**config.mk**
```make
export PLATFORM = sky130hd
export DESIGN_NAME = masked_xor_pipe
export DESIGN_NICKNAME = d
export VERILOG_FILES = /design/src/rtl/masked_xor_pipe_pkg.sv /design/src/rtl/masked_pipe_stage.sv /design/src/rtl/masked_xor_pipe.sv
export SDC_FILE = /design/constraint.sdc
export NUM_CORES = 1
export LEC_CHECK = 0
export CAP_MARGIN = 15
export CORE_MARGIN = 5
export CORE_UTILIZATION = 55
export CTS_CLUSTER_SIZE = 20
export DETAILED_ROUTE_END_ITERATION = 7
export DONT_BUFFER_PORTS = 1
export PLACE_DENSITY = 0.78
export SLEW_MARGIN = 20
export SYNTH_ARGS = -nofsm -noshare
export SYNTH_HDL_FRONTEND = slang
export SYNTH_SLANG_ARGS = --single-unit
```
**constraint.sdc**
```tcl
create_clock -name in_clock -period 1.2 [get_ports in_clock]
set_input_delay 0.12 -clock in_clock [delete_from_list [all_inputs] [get_ports in_clock]]
set_output_delay 0.12 -clock in_clock [all_outputs]
set_load 0.01 [all_outputs]
```
**src/rtl/masked_xor_pipe_pkg.sv**
```systemverilog
// Shared definitions for the masked XOR pipeline: default geometry,
// share/randomness container types and parameter legality helper.
package masked_xor_pipe_pkg;

    localparam int unsigned DEF_NUM_SHARES = 32'd2;
    localparam int unsigned DEF_WIDTH      = 32'd8;
    localparam int unsigned DEF_LATENCY    = 32'd1;
    localparam bit          DEF_REFRESH    = 1'b1;

    // Share i of a value lives in element i of the packed array.
    typedef logic [DEF_NUM_SHARES-1:0][DEF_WIDTH-1:0] shared_t;
    // One fresh random word per share except the last.
    typedef logic [DEF_NUM_SHARES-2:0][DEF_WIDTH-1:0] random_t;

    // A masking needs at least two shares and the pipe at least one register.
    function automatic bit params_legal(input int unsigned num_shares,
                                        input int unsigned latency);
        return (num_shares >= 32'd2) && (latency >= 32'd1);
    endfunction

endpackage

```
**src/rtl/masked_pipe_stage.sv**
```systemverilog
// One elastic register stage: data word plus valid bit, with ready chaining
// so that an empty stage always accepts and a full one accepts only when
// its own content leaves in the same cycle.
module masked_pipe_stage
    import masked_xor_pipe_pkg::*;
#(
    parameter int unsigned DATA_W = 32'd16
) (
    input  logic              clk,
    input  logic              rst,
    input  logic [DATA_W-1:0] up_data,
    input  logic              up_valid,
    output logic              up_ready,
    output logic [DATA_W-1:0] dn_data,
    output logic              dn_valid,
    input  logic              dn_ready
);

    logic [DATA_W-1:0] data_q;
    logic [DATA_W-1:0] data_d;
    logic              valid_q;
    logic              valid_d;
    logic              ready_s;

    // Stage can take a word when empty or when its word is consumed now.
    always_comb begin
        ready_s = (!valid_q) || dn_ready;
    end

    // Next-state: load on upstream handover, otherwise hold.
    always_comb begin
        data_d  = data_q;
        valid_d = valid_q;
        if (ready_s) begin
            valid_d = up_valid;
            if (up_valid) begin
                data_d = up_data;
            end else begin
                data_d = data_q;
            end
        end else begin
            valid_d = valid_q;
            data_d  = data_q;
        end
    end

    // Stage register with synchronous reset clearing both data and valid.
    always_ff @(posedge clk) begin
        if (rst) begin
            data_q  <= '0;
            valid_q <= 1'b0;
        end else begin
            data_q  <= data_d;
            valid_q <= valid_d;
        end
    end

    assign up_ready = ready_s;
    assign dn_data  = data_q;
    assign dn_valid = valid_q;

endmodule

```
**src/rtl/masked_xor_pipe.sv**
```systemverilog
// Pipelined, handshaked sharewise masked XOR with optional share refresh.
// Stage 0 captures the (refreshed) XOR so downstream gadgets only ever see
// registered, glitch-isolated shares.
module masked_xor_pipe
    import masked_xor_pipe_pkg::*;
#(
    parameter int unsigned NUM_SHARES = DEF_NUM_SHARES,
    parameter int unsigned WIDTH      = DEF_WIDTH,
    parameter int unsigned LATENCY    = DEF_LATENCY,
    parameter bit          REFRESH    = DEF_REFRESH
) (
    input  logic                                  in_clock,
    input  logic                                  in_reset,
    input  logic [NUM_SHARES-1:0][WIDTH-1:0]      in_a,
    input  logic [NUM_SHARES-1:0][WIDTH-1:0]      in_b,
    input  logic [NUM_SHARES-2:0][WIDTH-1:0]      in_random,
    input  logic                                  in_valid,
    output logic                                  out_ready,
    output logic [NUM_SHARES-1:0][WIDTH-1:0]      out_c,
    output logic                                  out_valid,
    input  logic                                  in_ready
);

    localparam int unsigned DATA_W    = NUM_SHARES * WIDTH;
    localparam bit          PARAMS_OK = params_legal(NUM_SHARES, LATENCY);

    if (!PARAMS_OK) begin : g_param_check
        $error("masked_xor_pipe: NUM_SHARES must be >= 2 and LATENCY >= 1");
    end

    logic [NUM_SHARES-1:0][WIDTH-1:0] x_s;
    logic [NUM_SHARES-1:0][WIDTH-1:0] c0_s;
    logic [WIDTH-1:0]                 r_sum_s;

    // Element k carries stage k's input; element LATENCY is the block output.
    logic [LATENCY:0][DATA_W-1:0]     data_s;
    logic [LATENCY:0]                 valid_s;
    logic [LATENCY:0]                 ready_s;

    // Sharewise XOR: share i only ever meets share i of the other operand.
    always_comb begin
        x_s = '0;
        for (int i = 0; i < NUM_SHARES; i++) begin
            x_s[i] = in_a[i] ^ in_b[i];
        end
    end

    // Parity of all random words, folded into the last share by the refresh.
    always_comb begin
        r_sum_s = '0;
        for (int i = 0; i < NUM_SHARES - 1; i++) begin
            r_sum_s = r_sum_s ^ in_random[i];
        end
    end

    // Refresh: every r[i] enters twice overall, so the unmasked value is kept.
    always_comb begin
        c0_s = x_s;
        if (REFRESH == 1'b1) begin
            for (int i = 0; i < NUM_SHARES - 1; i++) begin
                c0_s[i] = x_s[i] ^ in_random[i];
            end
            c0_s[NUM_SHARES-1] = x_s[NUM_SHARES-1] ^ r_sum_s;
        end else begin
            c0_s = x_s;
        end
    end

    assign data_s[0]        = c0_s;
    assign valid_s[0]       = in_valid;
    assign ready_s[LATENCY] = in_ready;

    for (genvar k = 0; k < LATENCY; k++) begin : g_stage
        masked_pipe_stage #(
            .DATA_W (DATA_W)
        ) u_stage (
            .clk      (in_clock),
            .rst      (in_reset),
            .up_data  (data_s[k]),
            .up_valid (valid_s[k]),
            .up_ready (ready_s[k]),
            .dn_data  (data_s[k+1]),
            .dn_valid (valid_s[k+1]),
            .dn_ready (ready_s[k+1])
        );
    end

    assign out_ready = ready_s[0];
    assign out_valid = valid_s[LATENCY];
    assign out_c     = data_s[LATENCY];

endmodule

```
==> run_results.csv, run 1 <==
group,metric,value,unit
outcome,status,"completed",
synthesis,synthMuxAreaShare,0,%
synthesis,synthAdderAreaFrac,0,%
sta,relSlewSlack,87.4,%
setup_path,cpLargestDelayFamily,"flip-flops",
placed_design,gp_congestion,0.577,
setup_path,critPathKind,"flip-flop to output pin",
synthesis,synth_top_family_by_area,"XOR/XNOR gates",
floorplan,die_area,0.00245,mm2
pwr,totalPowerFinal,0.00121,W
setup_path,crit_chain,"nor2b_4, inv_2, buf_4",
sta,worst_pin_slew,0.188,ns
synthesis,netlist.area_leader.share,39.7,%
final_layout,nets,127,
pwr,p_leak,0.344,nW
synthesis,postSynthCellCount,73,
sta,finalHoldViolCount,0,
placed_design,placed_cell_area,895,um2
pwr,powerDensity,1260,mW/mm2
setup_path,critPathBufInv,2,
final_layout,drive_gt1_share,34.1,%
synthesis,synth_compound_area_share,20.4,%
sta,timing.fmax,875,MHz
floorplan,num_rows,14,
floorplan,start_util,57.6,%
sta,setup_viol,0,
final_layout,fill_cells,133,
cts,clk-insertion-delay-late,0.27,ns
synthesis,synthXorXnorAreaFrac,32.7,%
floorplan,die_h,49.5,um
final_layout,antennaDiodeCount,0,
final_layout,syn_to_final_growth,11.5,%
global_routing,grt_max_degree,17,
setup_path,arrival,1.02,ns
sta,clock_skew,0.00239,ns
global_routing,grt_use_total,14.9,%
cts,clock_path_buffers,2,
setup_path,critPathRequiredTime,1.08,ns
synthesis,syn_area,858,um2
detailed_routing,drt-initial-drc-count,2,
global_routing,antenna_found_initial,0,
sta,rsz0062_at_grt,"no",
synthesis,ys_seq_area_share,39.7,%
detailed_routing,first_pass_iters,2,
detailed_routing,vias_per_cell,5.74,
floorplan,core_area,0.00149,mm2
detailed_routing,ant_nets,0,
cts,clock-root-buffer,"clkbuf_4",
global_routing,grt_pass1_vias,617,
global_routing,gr-total-overflow,0,
cts,cts_tree,"yes",
synthesis,synth_cell_types,11,
cts,h-tree-depth,1,
setup_path,worst-path-max-fanout,3,
sta,totalNegativeSetupSlack,0,ns
cts,cts_made_buffers,3,
flow_run,max_cap_violations,0,
pwr,worst_ir_drop_vdd,537,uV
setup_path,critPathSlowestCell,"dfxtp_2",
floorplan,chipWidth,49.5,um
final_layout,fin_area,957,um2
sta,slew_viol_final,0,
synthesis,synth_area_leader_cell,"dfxtp_1",
min_path,hold_class,"primary input to flip-flop",
detailed_routing,wl_per_cell,17.4,um
placed_design,dp_hpwl,1350,um
synthesis,avgSynthCellArea,11.8,um2
sta,min_period,1.14,ns
setup_path,cp-start-kind,"flip-flop",
synthesis,ys_top_cells_by_area,"dfxtp_1 (40%), xnor2_1 (33%), a22o_2 (17%), nor3b_4 (2.2%), a21oi_4 (1.9%)",
placed_design,numPortBuffers,0,
sta,finalCritPeriodShare,95.2,%
setup_path,slowest_delay,0.34,ns
synthesis,ys_warn_count,0,
detailed_routing,via_count,563,
setup_path,cp-end-kind,"output pin",
synthesis,postSynthNetCount,117,
cts,clkSinkCount,17,
global_routing,grt_pass1_wl,2840,um
detailed_routing,routed_wl,1710,um
floorplan,io_pins,62,
sta,holdWs,0.0387,ns
cts,path_clk_slew,0.09,ns
detailed_routing,drc,0,
synthesis,ys_ff_latch,17,
synthesis,synth-simple-area-share,4.66,%
[cell type report]
class | count | area, um2 | share of cell area [%]
sequential | 17 | 342 | 35.7
timing repair buffer | 7 | 70.1 | 7.32
clock buffer | 4 | 26.3 | 2.75
inverter | 1 | 3.75 | 0.392
tap | 16 | 20.0 | 2.09
multi-input combinational | 53 | 495 | 51.8
[sequential cells by signal, indices dropped and copies added (netlist names)]
| signal | cells |
|---|---|
| g_stage.u_stage.dn_valid | 1 |
| g_stage.u_stage.dn_data | 16 |
[timing repair]
action | in CTS | in global routing
endpoints found under the hold margin | 1 | 0
setup buffers | 2 | 0
pin swaps | 1 | 0
hold buffers | 2 | 0
gates resized for setup | 0 | 1
setup endpoints to repair | 16 | 2
[layout by cell type, fill, tap and decap left out]
| cell type | netlist | layout |
|---|---|---|
| buf_4 | 1 | 4 |
| clkbuf_4 | 0 | 3 |
| a22o_2 | 15 | 15 |
| nor3b_4 | 1 | 1 |
| dlygate4sd3_1 | 0 | 2 |
| nor2_1 | 2 | 2 |
| a22o_1 | 1 | 1 |
| buf_12 | 0 | 1 |
| nor2b_4 | 1 | 1 |
| clkbuf_1 | 0 | 1 |
| dfxtp_1 | 17 | 16 |
| dfxtp_2 | 0 | 1 |
| inv_2 | 1 | 1 |
| xnor2_1 | 32 | 32 |
| a21oi_4 | 1 | 1 |
[path summary, 6_finish.rpt]
kind	slack (ns)	endpoint	cells after the start	from
max reg2reg	0.08	g_stage[0].u_stage.dn_data[15]	5	g_stage[0].u_stage.dn_valid
min reg2reg	0.56	g_stage[0].u_stage.dn_data[7]	1	g_stage[0].u_stage.dn_data[7]
min	0.04	g_stage[0].u_stage.dn_valid	3	in_ready
max	0.06	out_ready	3	g_stage[0].u_stage.dn_valid
[worst min-delay path: stages]
cell	delay, ns
nor2b_4	0.03
nor2_1	0.08
nor2_1	0.05
[where the power goes]
part	internal, W	switching, W	leakage (nW)
Sequential	0.000617	0.0000594	0.140
Combinational	0.000163	0.0000853	0.188
Clock	0.000129	0.000155	0.0150
Total	0.000908	0.000300	0.344
[metal layers]
metal  up-vias  global-route usage (%)  part of all wire, %
met2        39                    24.9                   51
met3         2                    7.53                   14
met1       253                    15.4                   33
li1        269                       -                    -
met4         0                    6.55                  1.3
met5         -                       0                    0
[synth_stat cells]
master and n:
a21oi_4 1, a22o_1 1, a22o_2 15, buf_4 1, buf_6 1, dfxtp_1 17
inv_2 1, nor2_1 2, nor2b_4 1, nor3b_4 1, xnor2_1 32
[per-stage QoR]
stage | std cells | utilization [%] | worst slack (ns)
after global placement | 90 | 60.1 | -0.0632
after floorplan | 73 | - | 0.0130
after detailed placement | 90 | 60.1 | -0.115
final | 98 | 64.3 | 0.0574
after CTS | 98 | 64.2 | 0.0114
after global routing | 98 | 64.3 | 0.00581
[logic make-up (layout without fill, tap and decap cells)]
family / Yosys count / count (layout)
and+or+nand+nor: 4 / 4
buffers and inverters: 3 / 12
AOI/OAI and AO/OA: 17 / 17
DFF: 17 / 17
xor gates and xnor gates: 32 / 32
(Power assumes the default switching activity.)
==> run 2, diff against run 1 <==
--- a/config.mk
+++ b/config.mk
@@ -17,2 +17,3 @@
 export SYNTH_HDL_FRONTEND = slang
+export SYNTH_HIERARCHICAL = 1
 export SYNTH_SLANG_ARGS = --single-unit
==> constraint.sdc (replaced) <==
create_clock -name in_clock -period 1.2 [get_ports in_clock]
set_input_delay 0.24 -clock in_clock [delete_from_list [all_inputs] [get_ports in_clock]]
set_output_delay 0.24 -clock in_clock [all_outputs]
set_load 0.01 [all_outputs]
==> run 2 against run 1 <==
Clock power up 7.0%. Fmax shrank 2.2%. Clock-buffer cell count is the same. Critical path type is now flip-flop to flip-flop. Design area rose by 27%. Die area up 29%.
==> run_results.csv, run 2 <==
group,metric,value,unit
outcome,status,"completed",
sta,relSlewSlack,49.6,%
final_layout,largest_register_ffs,16,
global_routing,use_met2,19.9,%
sta,totalNegativeSetupSlack,0,ns
setup_path,cp-end-kind,"flip-flop",
synthesis,netlist.area_leader.share,32.3,%
cts,clkSinkCount,17,
global_routing,antenna_found_initial,0,
final_layout,fin_area,0.00122,mm2
synthesis,ys_top_cells_by_area,"xor3_1 (32%), dfxtp_1 (29%), a21bo_1 (10%), a21oi_2 (8.9%), nand3_1 (6.8%)",
pwr,power_frac_comb,24.6,%
synthesis,synthFlopType,"dfxtp_1",
min_path,whs_path_depth,2,
pwr,netSwitchingFraction,25.5,%
setup_path,r2r_end,"g_stage[0].u_stage/dn_data[15]",
setup_path,cp-start-kind,"flip-flop",
detailed_routing,drc,0,
sta,slew_viol_final,0,
synthesis,postSynthNetCount,138,
synthesis,avgSynthCellArea,12.5,um2
final_layout,nets,138,
sta,worst_pin_slew,0.755,ns
synthesis,syn_area,0.00118,mm2
cts,path_clk_slew,0.09,ns
synthesis,ys_seq_area_share,28.9,%
synthesis,yosysMostFrequentCell,"dfxtp_1",
synthesis,async_flop_share,0,%
cts,cts_made_buffers,3,
detailed_routing,routed_wl,2270,um
synthesis,ys_ff_latch,17,
cts,clock_path_buffers,2,
detailed_routing,vias_per_cell,5.79,
pwr,powerDensity,1060,mW/mm2
global_routing,top_usage_layer,"met2",
detailed_routing,via_count,695,
cts,h-tree-depth,1,
global_routing,gr-total-overflow,0,
min_path,hold_class,"primary input to flip-flop",
detailed_routing,first_pass_iters,2,
floorplan,start_util,58.7,%
setup_path,critPathKind,"flip-flop to flip-flop",
setup_path,reg2regPathDepth,3,
final_layout,fill_cells,150,
min_path,min_to,"g_stage[0].u_stage/dn_valid",
sta,setup_viol,0,
final_layout,drive_gt1_share,23.7,%
setup_path,reg2reg_from,"g_stage[0].u_stage/dn_valid",
global_routing,grt_use_total,13.5,%
synthesis,ys_warn_count,6,
cts,postCtsSetupBuffers,0,
flow_run,max_cap_violations,0,
placed_design,dp_hpwl,1580,um
sta,clock_skew,0.00752,ns
global_routing,grt_max_degree,35,
floorplan,die_area,0.00316,mm2
synthesis,synth_edf_count,0,
final_layout,syn_to_final_growth,3.51,%
global_routing,use_met3,9.28,%
setup_path,cp-startpoint,"g_stage[0].u_stage/dn_valid",
floorplan,num_rows,16,
setup_path,critPathRequiredTime,1.42,ns
final_layout,antennaDiodeCount,0,
cts,clock-root-buffer,"clkbuf_4",
pwr,p_int,0.000961,W
placed_design,gp_congestion,0.705,
sta,timing.fmax,856,MHz
sta,min_period,1.17,ns
setup_path,arrival,1.39,ns
detailed_routing,ant_nets,0,
cts,clk-insertion-delay-late,0.29,ns
setup_path,worst-path-max-fanout,17,
global_routing,grt_pass1_vias,667,
sta,finalCritPeriodShare,97.4,%
sta,setup_ws,0.0318,ns
pwr,p_clk_share,23.6,%
sta,rsz0062_at_grt,"yes",
floorplan,die_h,56.2,um
synthesis,synth_cell_types,13,
min_path,hold_start,"in_valid",
detailed_routing,drt-initial-drc-count,9,
global_routing,grt_pass1_wl,3280,um
placed_design,placed_cell_area,0.00115,mm2
final_layout,final_common_cell,"dfxtp_1",
pwr,worst_ir_drop_vdd,575,uV
synthesis,synth_area_leader_cell,"xor3_1",
floorplan,chipWidth,56.2,um
synthesis,postSynthCellCount,94,
cts,cts_tree,"yes",
floorplan,core_area,0.00200,mm2
placed_design,numPortBuffers,0,
setup_path,ff2ff_setup_slack,0.03,ns
global_routing,met1_usage,15.0,%
synthesis,synth_commonest_cells,"dfxtp_1 (17), nand3_1 (16), xor3_1 (16)",
floorplan,io_pins,62,
sta,finalHoldViolCount,0,
pwr,pwr-share-seq,51.8,%
detailed_routing,wl_per_cell,18.9,um
placed_design,pre_cts_slack,0.130,ns
pwr,switching_power,0.000329,W
final_layout,final_cell_mix,"dfxtp_1 (17), xor3_1 (16), nand3_1 (16), a21bo_1 (12), a21oi_2 (12)",
pwr,p_leak,0.550,nW
-- run 2: cell count changes after synthesis, moves of 2 or more --
| cell | delta |
|---|---|
| buf_6 | +2 |
| a21bo_2 | +4 |
| a21oi_1 | +5 |
| nor2_1 | -2 |
| xnor2_1 | -32 |
| a21bo_1 | +12 |
| a22o_2 | -15 |
| a21oi_2 | +12 |
| xor3_1 | +16 |
| nand3_1 | +16 |
| buf_2 | +5 |
-- run 2: per-layer routing --
metal  part of all wire, %  wire [um]
met1                    37        833
met2                    45       1010
met3                    18        398
met4                   1.1         26
met5                     0          0
-- run 2: cell type report --
class                           instances  area (um2)  share of cell area (%)
Clock buffer                            4        26.3                    2.16
Inverter                                1        3.75                   0.308
Multi-Input combinational cell         67         773                    63.5
Sequential cell                        17         340                    28.0
Tap cell                               27        33.8                    2.77
Timing Repair Buffer                    4        40.0                    3.29
-- run 2: timing repair --
action	4_1_cts	5_1_grt
hold buffers	3	0
setup endpoints to repair	0	7
hold endpoints to repair	14	0
resized for setup	0	1
-- run 2: per-stage QoR --
step                hold slack [ns]  std cells  utilization (%)  total power (W)
finish                       0.0808        120             60.8          0.00129
global route                 0.0884        120             60.8          0.00136
CTS                          0.0651        119             60.3          0.00130
detailed placement            0.307        112             57.4         0.000977
global placement              0.307        112             57.4         0.000971
floorplan                     0.484         94                -         0.000976
-- run 2: worst max path at each step --
| stage | endpoint | slack, ns | depth (start not counted) |
|---|---|---|---|
| finish | g_stage[0].u_stage/dn_data[15] | 0.03 | 3 |
| global route | g_stage[0].u_stage/dn_data[15] | -0.02 | 3 |
| CTS | out_ready | 0.03 | 1 |
| detailed placement | g_stage[0].u_stage/dn_data[15] | 0.13 | 3 |
| global placement | g_stage[0].u_stage/dn_data[15] | 0.17 | 3 |
| floorplan | g_stage[0].u_stage/dn_data[2] | 0.13 | 5 |
-- run 2: power groups by stage --
stage | Combinational, W | Sequential [W] | Clock, W
finish | 0.000317 | 0.000669 | 0.000304
global route | 0.000346 | 0.000676 | 0.000335
CTS | 0.000316 | 0.000670 | 0.000319
detailed placement | 0.000295 | 0.000682 | 0
global placement | 0.000290 | 0.000681 | 0
floorplan | 0.000306 | 0.000670 | 0
-- run 2: worst max-delay path, stage by stage, from the launching register on --
cell	delay [ns]
dfxtp_1	0.45
nand2b_2	0.25
a21bo_2	0.28
a21oi_1	0.13
-- run 2: logic make-up (layout without fill, tap and decap cells) --
kind of cell	count (synthesis)	count (layout)	share of synthesized area [%]
simple gates	17	18	7.98
xor+xnor	16	16	32.3
buf+inv	11	9	6.06
flops	17	17	28.9
compound gates	33	33	24.7
==> run 3, diff against run 2 <==
CORE_MARGIN = not set   (was 5)
==> run 3 against run 2 <==
Clock skew is essentially flat. Final cell count shrank 0.83%. Worst hold slack gained 0.0023 ns. Largest power group unchanged. Setup slack improved by 0.084 ns. Design area shrank 0.82%. Clock-buffer cell count decreased by 1.
==> run_results.csv, run 3 (synthesized netlist as in run 2, its figures left out) <==
group,metric,value,unit
outcome,status,"completed",
setup_path,critPathRequiredTime,0.96,ns
detailed_routing,ant_nets,0,
sta,slew_viol_final,0,
sta,timing.fmax,923,MHz
cts,cts_tree,"yes",
global_routing,grt_pass1_wl,2460,um
global_routing,gr-total-overflow,0,
setup_path,cp-start-kind,"flip-flop",
cts,clock_path_buffers,2,
global_routing,grt_use_total,15.1,%
floorplan,chipWidth,48.2,um
final_layout,antennaDiodeCount,0,
final_layout,largest_register_ffs,16,
detailed_routing,vias_per_cell,5.82,
setup_path,critPathKind,"flip-flop to output pin",
min_path,min_to,"g_stage[0].u_stage/dn_valid",
setup_path,cp-end-kind,"output pin",
final_layout,fill_cells,155,
pwr,p_leak,0.540,nW
setup_path,reg2reg_from,"g_stage[0].u_stage/dn_valid",
floorplan,num_rows,16,
floorplan,io_pins,62,
detailed_routing,first_pass_iters,4,
detailed_routing,drt-initial-drc-count,14,
detailed_routing,wl_per_cell,16.7,um
setup_path,r2r_end,"g_stage[0].u_stage/dn_data[14]",
final_layout,nets,137,
global_routing,grt_pass1_vias,585,
detailed_routing,routed_wl,1990,um
setup_path,slowest_delay,0.36,ns
sta,relSlewSlack,60.3,%
setup_path,ff2ff_setup_slack,0.13,ns
sta,rsz0062_at_grt,"no",
cts,h-tree-depth,1,
global_routing,antenna_found_initial,0,
sta,finalHoldViolCount,0,
placed_design,numPortBuffers,0,
final_layout,fin_area,0.00121,mm2
sta,clock_skew,0.00732,ns
final_layout,drive_gt1_share,26.1,%
sta,finalCritPeriodShare,90.3,%
cts,path_clk_slew,0.09,ns
final_layout,syn_to_final_growth,2.66,%
floorplan,start_util,59.3,%
sta,worst_pin_slew,0.594,ns
min_path,hold_start,"in_valid",
sta,min_period,1.08,ns
sta,setup_viol,0,
setup_path,arrival,0.84,ns
min_path,hold_class,"primary input to flip-flop",
cts,clock-root-buffer,"clkbuf_4",
cts,clkSinkCount,17,
pwr,worst_ir_drop_vdd,546,uV
placed_design,placed_cell_area,0.00115,mm2
detailed_routing,drc,0,
setup_path,worst-path-max-fanout,17,
setup_path,crit_chain,"nand2b_4",
cts,clk-insertion-delay-late,0.28,ns
global_routing,grt_max_degree,35,
pwr,powerDensity,1060,mW/mm2
floorplan,die_h,48.2,um
setup_path,critPathBufInv,0,
setup_path,critPathSlowestCell,"dfxtp_2",
flow_run,max_cap_violations,0,
placed_design,dp_hpwl,1320,um
floorplan,die_area,0.00233,mm2
setup_path,cpLargestDelayFamily,"flip-flops",
sta,totalNegativeSetupSlack,0,ns
setup_path,reg2regPathDepth,3,
final_layout,final_cell_mix,"xor3_1 (16), nand3_1 (16), dfxtp_1 (16), a21bo_1 (12), a21oi_2 (12)",
cts,cts_made_buffers,3,
placed_design,gp_congestion,0.590,
floorplan,core_area,0.00198,mm2
min_path,whs_path_depth,2,
detailed_routing,via_count,692,
==> run 3: cell count changes in the layout (fill, tap and decap cells not counted) <==
cell / change
clkbuf_1: -1
clkinv_2: +1
dfxtp_1: -1
dfxtp_2: +1
dlymetal6s4s_1: -1
==> run 3: worst max-delay path by stage <==
stage	from	to	cells past startpoint
final	g_stage[0].u_stage/dn_valid	out_ready	1
after global routing	g_stage[0].u_stage/dn_valid	g_stage[0].u_stage/dn_data[14]	3
after CTS	g_stage[0].u_stage/dn_valid	out_ready	1
after detailed placement	g_stage[0].u_stage/dn_valid	g_stage[0].u_stage/dn_data[13]	3
after global placement	g_stage[0].u_stage/dn_valid	g_stage[0].u_stage/dn_data[13]	3
after floorplan	g_stage[0].u_stage/dn_valid	g_stage[0].u_stage/dn_data[2]	5
==> run 3: layer usage <==
| layer | share of wire, % | track usage (%) |
|---|---|---|
| met5 | 0 | 0 |
| met4 | 0.40 | 5.00 |
| met2 | 48 | 22.9 |
| met3 | 11 | 6.67 |
| met1 | 41 | 19.2 |
==> run 3: metrics by stage <==
| stage | power [W] | hold WS (ns) | utilization, % | worst slack [ns] | std cells |
|---|---|---|---|---|---|
| 3_5_place_dp | 0.000975 | 0.306 | 58.0 | 0.133 | 112 |
| 3_3_place_gp | 0.000970 | 0.306 | 58.0 | 0.173 | 112 |
| 2_1_floorplan | 0.000976 | 0.484 | - | 0.132 | 94 |
| 6_report | 0.00127 | 0.0831 | 60.9 | 0.116 | 119 |
| 4_1_cts | 0.00128 | 0.00373 | 59.9 | 0.0339 | 117 |
| 5_1_grt | 0.00135 | 0.0605 | 60.9 | 0.0413 | 119 |
==> run 3: what timing repair did <==
action	CTS	global route
setup endpoints to repair	0	1
buffers inserted	0	0
gates resized for setup	0	1
hold endpoints to repair	10	7
hold buffers	1	1
==> run 3: power by group <==
part	switching, W	leakage (nW)	internal (W)
clock network	0.000170	0.0177	0.000124
logic	0.0000968	0.382	0.000216
registers	0.0000550	0.140	0.000613
total	0.000322	0.540	0.000953
==> run 3: cell type report <==
class	count	area, um2	area share, %
inverters	1	3.75	0.311
multi-input cells	67	773	64.0
clock inverters	1	5.00	0.415
repair buffers	3	27.5	2.28
flip-flops and latches	17	342	28.3
well taps	27	33.8	2.80
clock buffers	3	22.5	1.87
